==> config.mk <==
export PLATFORM = sky130hd
export DESIGN_NAME = dh_link_arbiter_flat
export DESIGN_NICKNAME = d
export VERILOG_FILES = /design/src/rtl/dh_link_arbiter_if.sv /design/src/rtl/dh_link_arbiter.sv /design/src/flat_wrapper.sv
export SDC_FILE = /design/constraint.sdc
export NUM_CORES = 1
export LEC_CHECK = 0
export ABC_AREA = 1
export ABC_CLOCK_PERIOD_IN_PS = 7100
export CORE_MARGIN = 4
export CORE_UTILIZATION = 45
export DETAILED_ROUTE_END_ITERATION = 10
export DONT_BUFFER_PORTS = 1
export GPL_TIMING_DRIVEN = 1
export PLACE_DENSITY_LB_ADDON = 0.08
export SYNTH_ARGS = -nofsm -noshare
export SYNTH_HDL_FRONTEND = slang
export SYNTH_SLANG_ARGS = --single-unit
==> constraint.sdc <==
create_clock -name clk -period 7.1 [get_ports clk]
set_input_delay 2.13 -clock clk [delete_from_list [all_inputs] [get_ports clk]]
set_output_delay 2.13 -clock clk [all_outputs]
set_load 0.02 [all_outputs]
==> src/rtl/dh_link_arbiter_if.sv <==
// Message bundle between the drone channels, the DH link arbiter and the command centre.
// The slave side is the arbiter; the master side is whatever drives the drones and the CC.
interface dh_link_arbiter_if #(
    parameter int N          = 8,
    parameter int NUM_DRONES = 4
);
    localparam int ID_W = (NUM_DRONES > 1) ? $clog2(NUM_DRONES) : 1;

    logic [NUM_DRONES-1:0]     drone_mess_rdy;
    logic [NUM_DRONES*2*N-1:0] drone_mess_out;
    logic [NUM_DRONES-1:0]     drone_wait_for_cc;
    logic [NUM_DRONES-1:0]     drone_received;
    logic [NUM_DRONES*N-1:0]   drone_mess_input;
    logic                      cc_drone_rdy;
    logic [2*N-1:0]            cc_mess_input;
    logic [ID_W-1:0]           cc_drone_id;
    logic                      cc_mess_rdy;
    logic [N-1:0]              cc_mess_out;
    logic                      busy;
    logic                      timeout_err;

    modport master (
        output drone_mess_rdy, drone_mess_out, cc_mess_rdy, cc_mess_out,
        input  drone_wait_for_cc, drone_received, drone_mess_input,
               cc_drone_rdy, cc_mess_input, cc_drone_id, busy, timeout_err
    );

    modport slave (
        input  drone_mess_rdy, drone_mess_out, cc_mess_rdy, cc_mess_out,
        output drone_wait_for_cc, drone_received, drone_mess_input,
               cc_drone_rdy, cc_mess_input, cc_drone_id, busy, timeout_err
    );
endinterface

==> src/rtl/dh_link_arbiter.sv <==
// Round-robin arbiter routing one drone's DH public-value message at a time to the
// command centre and returning the CC reply to that drone only, with a reply timeout.
// Every output is a register, updated together with the FSM state.
module dh_link_arbiter #(
    parameter int N          = 8,
    parameter int NUM_DRONES = 4,
    parameter int TIMEOUT    = 255
) (
    input  logic             clk,
    input  logic             rst,
    input  logic             ena,
    dh_link_arbiter_if.slave bus
);
    localparam int ID_W = (NUM_DRONES > 1) ? $clog2(NUM_DRONES) : 1;
    localparam int TW   = (TIMEOUT > 0) ? $clog2(TIMEOUT + 1) : 1;

    typedef enum logic [1:0] {IDLE, SEND, WAIT, DELIVER} state_t;

    state_t                  state, state_n;
    logic [ID_W-1:0]         rr_ptr, rr_ptr_n;
    logic [ID_W-1:0]         grant, grant_n;
    logic [TW-1:0]           timer, timer_n;
    logic [NUM_DRONES-1:0]   wait_q, wait_n;
    logic [NUM_DRONES-1:0]   recv_q, recv_n;
    logic [NUM_DRONES*N-1:0] reply_q, reply_n;
    logic                    cc_rdy_q, cc_rdy_n;
    logic [2*N-1:0]          cc_msg_q, cc_msg_n;
    logic                    busy_q, busy_n;
    logic                    tmo_q, tmo_n;

    logic [NUM_DRONES-1:0]   req_rot;
    logic                    req_found;
    logic [ID_W-1:0]         req_off;
    logic [ID_W:0]           req_sum;
    logic [ID_W-1:0]         req_idx;
    logic [2*N-1:0]          req_msg;
    logic [ID_W-1:0]         grant_inc;
    logic [TW-1:0]           timer_inc;

    // Rotating the request vector by rr_ptr turns the round-robin search into a lowest-set-bit search.
    assign req_rot   = NUM_DRONES'({bus.drone_mess_rdy, bus.drone_mess_rdy} >> rr_ptr);
    assign req_sum   = {1'b0, rr_ptr} + {1'b0, req_off};
    assign req_idx   = (req_sum >= (ID_W+1)'(NUM_DRONES)) ? ID_W'(req_sum - (ID_W+1)'(NUM_DRONES))
                                                          : ID_W'(req_sum);
    assign grant_inc = (grant == ID_W'(NUM_DRONES - 1)) ? '0 : grant + 1'b1;
    assign timer_inc = timer + 1'b1;

    // Find the first requester at or after rr_ptr (descending scan leaves the lowest offset).
    always_comb begin
        req_found = 1'b0;
        req_off   = '0;
        for (int k = NUM_DRONES - 1; k >= 0; k--) begin
            if (req_rot[k]) begin
                req_found = 1'b1;
                req_off   = ID_W'(k);
            end
        end
    end

    // Select the message of the drone about to be granted.
    always_comb begin
        req_msg = '0;
        for (int i = 0; i < NUM_DRONES; i++) begin
            if (req_idx == ID_W'(i)) begin
                req_msg = bus.drone_mess_out[i*2*N +: 2*N];
            end
        end
    end

    // Next-state and next-output logic; pulses default low, everything else holds.
    always_comb begin
        state_n  = state;
        rr_ptr_n = rr_ptr;
        grant_n  = grant;
        timer_n  = timer;
        wait_n   = wait_q;
        recv_n   = '0;
        reply_n  = reply_q;
        cc_rdy_n = 1'b0;
        cc_msg_n = cc_msg_q;
        tmo_n    = 1'b0;
        case (state)
            IDLE: begin
                if (req_found) begin
                    state_n  = SEND;
                    grant_n  = req_idx;
                    cc_msg_n = req_msg;
                    timer_n  = '0;
                    cc_rdy_n = 1'b1;
                    wait_n   = NUM_DRONES'(1) << req_idx;
                end
            end
            SEND: begin
                state_n = WAIT;
            end
            WAIT: begin
                if (bus.cc_mess_rdy) begin
                    state_n = DELIVER;
                    recv_n  = NUM_DRONES'(1) << grant;
                    reply_n = '0;
                    for (int i = 0; i < NUM_DRONES; i++) begin
                        if (grant == ID_W'(i)) begin
                            reply_n[i*N +: N] = bus.cc_mess_out;
                        end
                    end
                end else if (TIMEOUT != 0) begin
                    timer_n = timer_inc;
                    if (timer_inc == TW'(TIMEOUT)) begin
                        state_n  = IDLE;
                        tmo_n    = 1'b1;
                        rr_ptr_n = grant_inc;
                        wait_n   = '0;
                    end
                end
            end
            DELIVER: begin
                state_n  = IDLE;
                rr_ptr_n = grant_inc;
                wait_n   = '0;
                reply_n  = '0;
            end
        endcase
        busy_n = (state_n != IDLE);
    end

    // State and output registers: reset clears everything, ena=0 freezes everything.
    always_ff @(posedge clk) begin
        if (rst) begin
            state    <= IDLE;
            rr_ptr   <= '0;
            grant    <= '0;
            timer    <= '0;
            wait_q   <= '0;
            recv_q   <= '0;
            reply_q  <= '0;
            cc_rdy_q <= 1'b0;
            cc_msg_q <= '0;
            busy_q   <= 1'b0;
            tmo_q    <= 1'b0;
        end else if (ena) begin
            state    <= state_n;
            rr_ptr   <= rr_ptr_n;
            grant    <= grant_n;
            timer    <= timer_n;
            wait_q   <= wait_n;
            recv_q   <= recv_n;
            reply_q  <= reply_n;
            cc_rdy_q <= cc_rdy_n;
            cc_msg_q <= cc_msg_n;
            busy_q   <= busy_n;
            tmo_q    <= tmo_n;
        end
    end

    assign bus.drone_wait_for_cc = wait_q;
    assign bus.drone_received    = recv_q;
    assign bus.drone_mess_input  = reply_q;
    assign bus.cc_drone_rdy      = cc_rdy_q;
    assign bus.cc_mess_input     = cc_msg_q;
    assign bus.cc_drone_id       = grant;
    assign bus.busy              = busy_q;
    assign bus.timeout_err       = tmo_q;
endmodule

==> src/flat_wrapper.sv <==
// flat-port wrapper written by rule: the top's interface ports become plain ports
module dh_link_arbiter_flat 
#(
    parameter int N          = 8,
    parameter int NUM_DRONES = 4,
    parameter int TIMEOUT    = 255
)
  (clk, rst, ena, bus_drone_mess_rdy, bus_drone_mess_out, bus_cc_mess_rdy, bus_cc_mess_out, bus_drone_wait_for_cc, bus_drone_received, bus_drone_mess_input, bus_cc_drone_rdy, bus_cc_mess_input, bus_cc_drone_id, bus_busy, bus_timeout_err);
  dh_link_arbiter_if #(.N(N), .NUM_DRONES(NUM_DRONES)) bus_i ();
  input  logic clk;
  input  logic rst;
  input  logic ena;
  input wire logic [$bits(bus_i.drone_mess_rdy)-1:0] bus_drone_mess_rdy;
  input wire logic [$bits(bus_i.drone_mess_out)-1:0] bus_drone_mess_out;
  input wire logic [$bits(bus_i.cc_mess_rdy)-1:0] bus_cc_mess_rdy;
  input wire logic [$bits(bus_i.cc_mess_out)-1:0] bus_cc_mess_out;
  output wire logic [$bits(bus_i.drone_wait_for_cc)-1:0] bus_drone_wait_for_cc;
  output wire logic [$bits(bus_i.drone_received)-1:0] bus_drone_received;
  output wire logic [$bits(bus_i.drone_mess_input)-1:0] bus_drone_mess_input;
  output wire logic [$bits(bus_i.cc_drone_rdy)-1:0] bus_cc_drone_rdy;
  output wire logic [$bits(bus_i.cc_mess_input)-1:0] bus_cc_mess_input;
  output wire logic [$bits(bus_i.cc_drone_id)-1:0] bus_cc_drone_id;
  output wire logic [$bits(bus_i.busy)-1:0] bus_busy;
  output wire logic [$bits(bus_i.timeout_err)-1:0] bus_timeout_err;
  assign bus_i.drone_mess_rdy = bus_drone_mess_rdy;
  assign bus_i.drone_mess_out = bus_drone_mess_out;
  assign bus_i.cc_mess_rdy = bus_cc_mess_rdy;
  assign bus_i.cc_mess_out = bus_cc_mess_out;
  assign bus_drone_wait_for_cc = bus_i.drone_wait_for_cc;
  assign bus_drone_received = bus_i.drone_received;
  assign bus_drone_mess_input = bus_i.drone_mess_input;
  assign bus_cc_drone_rdy = bus_i.cc_drone_rdy;
  assign bus_cc_mess_input = bus_i.cc_mess_input;
  assign bus_cc_drone_id = bus_i.cc_drone_id;
  assign bus_busy = bus_i.busy;
  assign bus_timeout_err = bus_i.timeout_err;
  dh_link_arbiter #(.N(N), .NUM_DRONES(NUM_DRONES), .TIMEOUT(TIMEOUT)) u_core (.clk(clk), .rst(rst), .ena(ena), .bus(bus_i));
endmodule
Word level (Yosys, flattened, before mapping)
Index checks and enable logic that the tools add are counted.
{"block": "op_classes", "add_sub_neg": 4, "n_lt_le_gt_ge": 1, "n_eq_ne": 14, "shift": 3, "mux": 41, "n_reduce_logical": 12}
{"operator": "16-bit 2-to-1 mux", "count": 4}
{"operator": "32-bit one-hot mux with 2 select lines", "count": 1}
{"operator": "8-bit 2-to-1 mux", "count": 6}
{"operator": "32-bit 2-to-1 mux", "count": 1}
{"operator": "2-bit 2-to-1 mux", "count": 11}
{"operator": "4-bit 2-to-1 mux", "count": 5}
{"operator": "8-bit one-hot mux with 2 select lines", "count": 1}
{"operator": "2-bit equality test (second input constant)", "count": 6}
{"operator": "4-bit one-hot mux with 3 select lines", "count": 1}
{"operator": "1-bit 2-to-1 mux", "count": 9}
{"operator": "8-bit by 1-bit adder with 8-bit output (second input constant)", "count": 1}
{"operator": "8-bit equality test (second input constant)", "count": 1}
{"operator": "2-bit one-hot mux with 4 select lines", "count": 1}
{"operator": "4-bit AND reduction", "count": 2}
{"operator": "1-bit by 2-bit << shifter with 4-bit output (first input constant)", "count": 2}
{"operator": "8-bit by 2-bit right shift with 4-bit output", "count": 1}
{"operator": "2-bit by 1-bit equality test with 1-bit output (second input constant)", "count": 3}
{"operator": "2-bit zero test", "count": 3}
{"operator": "3-bit AND reduction", "count": 2}
{"operator": "2-bit nonzero test", "count": 3}
{"operator": "5-bit AND reduction", "count": 1}
{"operator": "2-bit by 1-bit != test with 1-bit output (second input constant)", "count": 2}
{"operator": "2-bit != test (second input constant)", "count": 2}
{"operator": "2-bit one-hot mux with 2 select lines", "count": 1}
{"operator": "5 further kinds", "count": 5}
{"block": "totals", "regBits": 73, "output_inout_bits": 61, "word_cells": 86}

Longest topological paths before layout
Gate-level depths: netlist (run 1).
{"block": "logic_depth", "depth_word": 13, "ltp_mapped": 17, "mapped_depth_nobuf": 17}

Worst setup path before layout (run 1)
No wires, ideal clock.
{"block": "synth_path", "path_type": "input port to flip-flop", "start": "input bus_drone_mess_rdy[1]", "end": "register u_core.cc_msg_q[5], in the netlist u_core.bus.cc_mess_input[5]", "t_arrival_ns": 3.736, "required_ns": 6.962, "setup_slack_ns": 3.227, "stages": 15, "path_cell_list": "nand2_1 > nand3_1 > nand2_1 > nand3_1 > a21boi_0 > ha_1 > xnor2_1 > nand3_4 > nand2_8 > nand2_4 > buf_6 > o21ai_1 > inv_1 > nand2_1 > a21oi_2"}
{"block": "synth_between", "elab_chain_cells": 13, "elab_cells_between_ends": 22, "cone_classes": "add/sub: 2; order compare: 1; eq/ne: 3; shift: 1; mux: 13; reduce/logical: 2"}
{"item": "start: declaration", "line": "flat_wrapper.sv:13", "text": "input wire logic [$bits(bus_i.drone_mess_rdy)-1:0] bus_drone_mess_rdy;"}
{"item": "8-bit by 2-bit right shift with 4-bit output (*)", "line": "dh_link_arbiter.sv:41", "text": "assign req_rot = NUM_DRONES'({bus.drone_mess_rdy, bus.drone_mess_rdy} >> rr_ptr);"}
{"item": "2-bit 2-to-1 mux (4 in a row)", "line": "dh_link_arbiter.sv:53", "text": "if (req_rot[k]) begin"}
{"item": "2-bit by 2-bit adder with 3-bit output", "line": "dh_link_arbiter.sv:42", "text": "assign req_sum = {1'b0, rr_ptr} + {1'b0, req_off};"}
{"item": "3-bit greater-or-equal comparator or 2-bit by 1-bit subtractor with 2-bit output (tied branches)", "line": "dh_link_arbiter.sv:43", "text": "assign req_idx = (req_sum >= (ID_W+1)'(NUM_DRONES)) ? ID_W'(req_sum - (ID_W+1)'(NUM_DRONES))"}
{"item": "2-bit 2-to-1 mux", "line": "dh_link_arbiter.sv:43"}
{"item": "2-bit zero test", "line": "dh_link_arbiter.sv:64", "text": "if (req_idx == ID_W'(i)) begin"}
{"item": "16-bit 2-to-1 mux (4 in a row)", "line": "dh_link_arbiter.sv:64"}
{"item": "end signal: assignment", "line": "dh_link_arbiter.sv:149", "text": "cc_msg_q <= cc_msg_n;"}
{"item": "end: declaration", "line": "dh_link_arbiter.sv:27", "text": "logic [2*N-1:0] cc_msg_q, cc_msg_n;"}
Mark *: on every way between the ends. The rest lies on a longest branch, timed or not.
A chain may end at the register's enable or synchronous reset.

Worst setup path in the final report (run 1)
{"block": "layout_path", "start": "input bus_cc_mess_rdy", "end": "register u_core.reply_q[0], in the netlist u_core.bus.drone_mess_input[0]"}
{"block": "layout_between", "elab_chain_cells": 2}
{"item": "start: declaration", "line": "flat_wrapper.sv:15", "text": "input wire logic [$bits(bus_i.cc_mess_rdy)-1:0] bus_cc_mess_rdy;"}
{"item": "2-bit != test (no line)"}
{"item": "3-bit AND reduction (no line)"}
{"item": "end signal: assignment", "line": "dh_link_arbiter.sv:147", "text": "reply_q <= reply_n;"}
{"item": "end: declaration", "line": "dh_link_arbiter.sv:25", "text": "logic [NUM_DRONES*N-1:0] reply_q, reply_n;"}
No other way between the ends.

==> reports/qor.csv, run 1 <==
metric,value,unit
drtPass1Iterations,4,
syn_nets,621,
critPathSlowestCell,nand2_1,
drtAntennaViolNets,0,
grt_max_degree,58,
gr-total-overflow,0,
num_antenna_cells,0,
crit_buf_inv,2,
p_int,0.657,mW
report.final.slew_viol_count,0,
async_reset_ff_frac,0,
powerDensity,249,nW/µm²
synthCells,534,
multi_input_area,1990,µm²
met2_length,4760,µm
die_y,99.5,µm
tightest_slew,990,ps
criticalPathCategory,in2reg,
hp-class,reg2reg,
hp-start,u_core.timer[6],
cts_made_buffers,9,
placeableCoreArea,8180,µm²
slew_headroom,0.338,
via_count,3379,
rsz0062_at_grt,false,
via_per_inst,5.39,
rows,33,
io_buffers,0,
synth_edf_count,0,
outcome,finished clean,
min_path_cells,2,
fin_ws,3160,ps
drive_gt1_frac,0.0939,
wirelength,9720,µm
cts_repair_resize_count,0,
fin_nets,604,
r2r-start,u_core.state[1],
m1WireLength,4050,µm
synth_area_leader_cell,dfxtp_1,
pre_cts_ws,2800,ps
synth-seq-area-share,0.388,
final_util,0.484,
min_period,3940,ps
critical_path.top_delay_family,simple AND/OR/NAND/NOR gates,
ir_drop,98.1,µV
clk_pin_slew,90,ps
drv_cap,0,
place_hpwl,7140,µm
nFillCells,852,
p_comb_frac,0.176,
wire_per_inst,15.5,µm
power.static_leakage,1.62,nW
synth_cell_type_count,38,
seqPwrFrac,0.487,
synth_seq_cells,73,
drt_iter0_markers,92,
crit_chain,inv_1 > nand2_1 > nand2_1 > inv_1 > o21ai_0 > a21oi_1,
antenna_found_initial,0,
hold_viol,0,
clkPwrFrac,0.336,
dp_cells,611,
r2r_slack,4300,ps
ys_warn_count,0,
cp-startpoint,bus_cc_mess_rdy,
post-cts-setup-buffers,0,
met3_length,823,µm
cts_hold_buffers,0,
seq_area,1460,µm²
post-route-period-util,0.555,
cpPeakStageDelay,740,ps
cts_tree,yes,
crit_required,7300,ps
start_util,0.461,
top_layer,met4,
syn_area_per_cell,7.06,µm²
grt_pass1_vias,3174,
max_freq,254,MHz
ys_top_cells_by_area,"dfxtp_1, nand2_1, nand3_1",
ioPinCount,141,
cp-end-kind,flip-flop,
fin_skew,13.7,ps
cp-start-kind,input pin,
grt_usage,0.197,
area_growth,4.88,%
clock_sinks,73,
setup_viol,0,
root_buffer,clkbuf_8,
syn-cell-area,3770,µm²
synth_ff_type,dfxtp_1,
crit_arrival,4140,ps
htreeDepth,3,
drc,0,
rr_endpoint,u_core.bus.drone_mess_input[0],
die-area,9910,µm²
ff2ff_path_depth,7,
finalNonFillerCells,627,
die_x,99.5,µm
yosysTopAreaCellShare,0.388,
netSwitchingPower,0.327,mW
clockBufferDepth,2,
tns,0,ps
crit_fanout,33,
globalplace.congestion,0.790,
min_to,u_core.timer[6],
swShare,0.332,
insertion_delay,340,ps
grt_pass1_wl,15800,µm
p_total,0.983,mW
[kinds of logic (layout without fill, tap and decap cells)]
logic type,after synthesis,in the layout,synth area share
buffers and inverters,73,61,0.0846
flip-flops,73,73,0.388
AND/OR/NAND/NOR,273,273,0.340
XOR/XNOR,5,5,0.0116
AO/OA/AOI/OAI,103,103,0.153
adder cells (fa/ha/maj),7,7,0.0232
[cells in the mapped netlist, types with 2 or more instances]
| cell | count |
|---|---|
| nand4_1 | 16 |
| clkbuf_1 | 15 |
| nand2_2 | 4 |
| a31oi_1 | 15 |
| nor2_8 | 2 |
| o21ai_0 | 30 |
| or2_2 | 2 |
| a21oi_1 | 41 |
| nand3_4 | 2 |
| inv_2 | 6 |
| nand2_1 | 132 |
| nor3_1 | 16 |
| xor2_1 | 4 |
| dfxtp_1 | 73 |
| nor2_1 | 44 |
| inv_1 | 38 |
| buf_1 | 5 |
| o21ai_1 | 5 |
| nand3_1 | 46 |
| nand2_8 | 2 |
| ha_1 | 7 |
| a21oi_2 | 9 |
| buf_6 | 5 |
[power groups by stage]
stage	Combinational (mW)	Clock [mW]	Sequential, mW
6_report	0.174	0.331	0.479
2_1_floorplan	0.158	0	0.482
5_1_grt	0.200	0.357	0.483
4_1_cts	0.176	0.341	0.480
3_3_place_gp	0.172	0	0.490
3_5_place_dp	0.176	0	0.490
[final cells by class]
cell class,instances,area share
clock buffers,9,0.0313
multi-input cells,388,0.503
flip-flops and latches,73,0.370
well taps,105,0.0332
inverters,45,0.0430
clock inverters,7,0.0196
[cell usage in the layout (no fill, tap or decap), types with 15 or more instances in the layout]
cell type  netlist  routed
nand2_1        132     132
dfxtp_1         73      73
nand3_1         46      46
nor2_1          44      44
a21oi_1         41      41
inv_1           38      38
o21ai_0         30      30
nor3_1          16      16
nand4_1         16      16
a31oi_1         15      15
[routing by layer]
layer / up-vias / global-route usage
li1: 1733 / -
met1: 1522 / 0.238
met2: 115 / 0.332
met3: 9 / 0.0680
met4: 0 / 0.0567
met5: - / 0
[flip-flops by register name, indices dropped and copies added (netlist names)]
signal	count
u_core.bus.timeout_err	1
u_core.bus.drone_wait_for_cc	4
u_core.bus.drone_received	4
u_core.rr_ptr	2
u_core.timer	8
u_core.state	2
u_core.bus.drone_mess_input	32
u_core.bus.busy	1
u_core.bus.cc_drone_id	2
u_core.bus.cc_mess_input	16
u_core.bus.cc_drone_rdy	1
[how the worst max path moves through the flow]
stage	to	slack [ps]	cells after the start
finish	u_core.bus.drone_mess_input[0]	3160	6
global route	u_core.bus.drone_mess_input[0]	2880	6
CTS	u_core.bus.drone_mess_input[0]	3180	6
detailed placement	u_core.bus.cc_mess_input[6]	2800	12
global placement	u_core.bus.drone_mess_input[0]	2860	6
floorplan	u_core.bus.cc_mess_input[5]	3230	15
[stage by stage]
stage / area [µm²] / hold WS [ps]
2_1_floorplan: 3770 / 454
3_3_place_gp: 3750 / 461
3_5_place_dp: 3750 / 467
4_1_cts: 3950 / 478
5_1_grt: 3950 / 511
6_report: 3950 / 477
[tightest hold or removal path, delay by kind of cell, from the launching register on]
kind	cells	cell delay (ps)
flip-flops	1	320
AND/OR/NAND/NOR	1	60
AO/OA/AOI/OAI	1	50
(Power assumes the default switching activity.)
==> run 2: changes to the inputs <==
--- a/config.mk
+++ b/config.mk
@@ -6,7 +6,7 @@
 export NUM_CORES = 1
 export LEC_CHECK = 0
 export ABC_AREA = 1
-export ABC_CLOCK_PERIOD_IN_PS = 7100
+export ABC_CLOCK_PERIOD_IN_PS = 3950
 export CORE_MARGIN = 4
 export CORE_UTILIZATION = 45
 export DETAILED_ROUTE_END_ITERATION = 10
==> constraint.sdc (replaced) <==
create_clock -name clk -period 3.95 [get_ports clk]
set_input_delay 1.185 -clock clk [delete_from_list [all_inputs] [get_ports clk]]
set_output_delay 1.185 -clock clk [all_outputs]
set_load 0.02 [all_outputs]
==> run 2 against run 1 <==
Non-clock buffer count increased by 2. Wire length grew 1.3%. Total power increased by 79%. Clock skew down 4.5 ps.
==> reports/qor.csv, run 2 (synthesis results as in run 1) <==
metric,value,unit
netSwitchingPower,0.583,mW
clockBufferDepth,2,
crit_fanout,17,
swShare,0.331,
die_x,99.5,µm
min_path_cells,2,
criticalPathCategory,in2reg,
power.static_leakage,1.63,nW
insertion_delay,340,ps
drt_iter0_markers,108,
antenna_found_initial,0,
post-cts-setup-buffers,0,
cts_repair_resize_count,0,
root_buffer,clkbuf_8,
clkPwrFrac,0.332,
dp_cells,613,
clock_sinks,73,
max_freq,354,MHz
ioPinCount,141,
gr-total-overflow,0,
cp-end-kind,flip-flop,
drv_cap,0,
grt_max_degree,58,
hold_viol,0,
die_y,99.5,µm
grt_pass1_vias,3291,
finalNonFillerCells,629,
tns,0,ps
tightest_slew,933,ps
setup_viol,0,
grt_pass1_wl,16000,µm
outcome,finished clean,
r2r_slack,1390,ps
layout_commonest_cell,nand2_1,
nFillCells,854,
wire_per_inst,15.6,µm
crit_required,4190,ps
drtAntennaViolNets,0,
drive_gt1_frac,0.0954,
fin_nets,606,
crit_arrival,3060,ps
drtPass1Iterations,4,
start_util,0.461,
rows,33,
place_area,3770,µm²
cts_tree,yes,
die-area,9910,µm²
area_growth,5.11,%
place_hpwl,7200,µm
via_count,3377,
post-route-period-util,0.715,
via_per_inst,5.37,
postLayoutCellArea,3960,µm²
ir_drop,169,µV
ff2ff_path_depth,17,
grt_usage,0.199,
cp-start-kind,input pin,
seqPwrFrac,0.489,
cts_made_buffers,9,
slew_headroom,0.377,
htreeDepth,3,
report.final.slew_viol_count,0,
p_int,1.18,mW
num_antenna_cells,0,
placeableCoreArea,8180,µm²
drc,0,
largest_reg_flops,32,
clk_pin_slew,80,ps
min_period,2820,ps
hp-class,reg2reg,
final_cell_mix,"nand2_1, dfxtp_1, nand3_1",
seq_area,1460,µm²
globalplace.congestion,0.803,
fin_skew,9.22,ps
multi_input_area,1990,µm²
p_comb_frac,0.179,
wirelength,9840,µm
io_buffers,0,
powerDensity,445,nW/µm²
rsz0062_at_grt,false,
cts_hold_buffers,0,
run 2: cell type report:
type,count,share of cell area
Multi-Input combinational cell,388,0.502
Sequential cell,73,0.369
Inverter,45,0.0429
Tap cell,105,0.0332
Clock buffer,10,0.0322
Clock inverter,6,0.0171
Timing Repair Buffer,2,0.00379
run 2: critical path: stages:
cell,delay (ps)
nand2_1,50
nand3_1,100
nand2_1,80
nand3_1,70
a21boi_0,80
ha_1,200
xnor2_1,290
inv_1,170
nand2_8,140
nand2_8,130
nand2_4,200
inv_2,90
nand2_1,60
nand2_1,40
nor2_1,120
nor2_1,40
run 2: power groups by stage:
stage	Sequential, mW	Clock (mW)	Combinational, mW
floorplan	0.867	0	0.284
global placement	0.881	0	0.311
detailed placement	0.881	0	0.318
CTS	0.864	0.600	0.319
global route	0.869	0.629	0.366
finish	0.862	0.586	0.315
run 2: worst paths after layout:
path,start,endpoint
max,bus_drone_mess_rdy[3],u_core.bus.cc_mess_input[12]
min,u_core.timer[7],u_core.timer[7]
max reg2reg,u_core.rr_ptr[0],u_core.bus.cc_mess_input[12]
min reg2reg,u_core.timer[7],u_core.timer[7]
run 2: through the flow:
stage / worst slack [ps] / power (mW) / hold WS, ps / util
6_report: 1130 / 1.76 / 478 / 0.485
5_1_grt: 837 / 1.86 / 515 / 0.485
4_1_cts: 1130 / 1.78 / 482 / 0.485
3_5_place_dp: 771 / 1.20 / 471 / 0.461
3_3_place_gp: 825 / 1.19 / 458 / 0.461
2_1_floorplan: 1020 / 1.15 / 454 / -
run 2: routing by layer:
layer  global-route usage  share of wire  vias up
met4               0.0662         0.0072        0
li1                     -              -     1736
met2                0.338           0.49      121
met5                    0              0        -
met3               0.0610          0.083        4
met1                0.240           0.42     1516
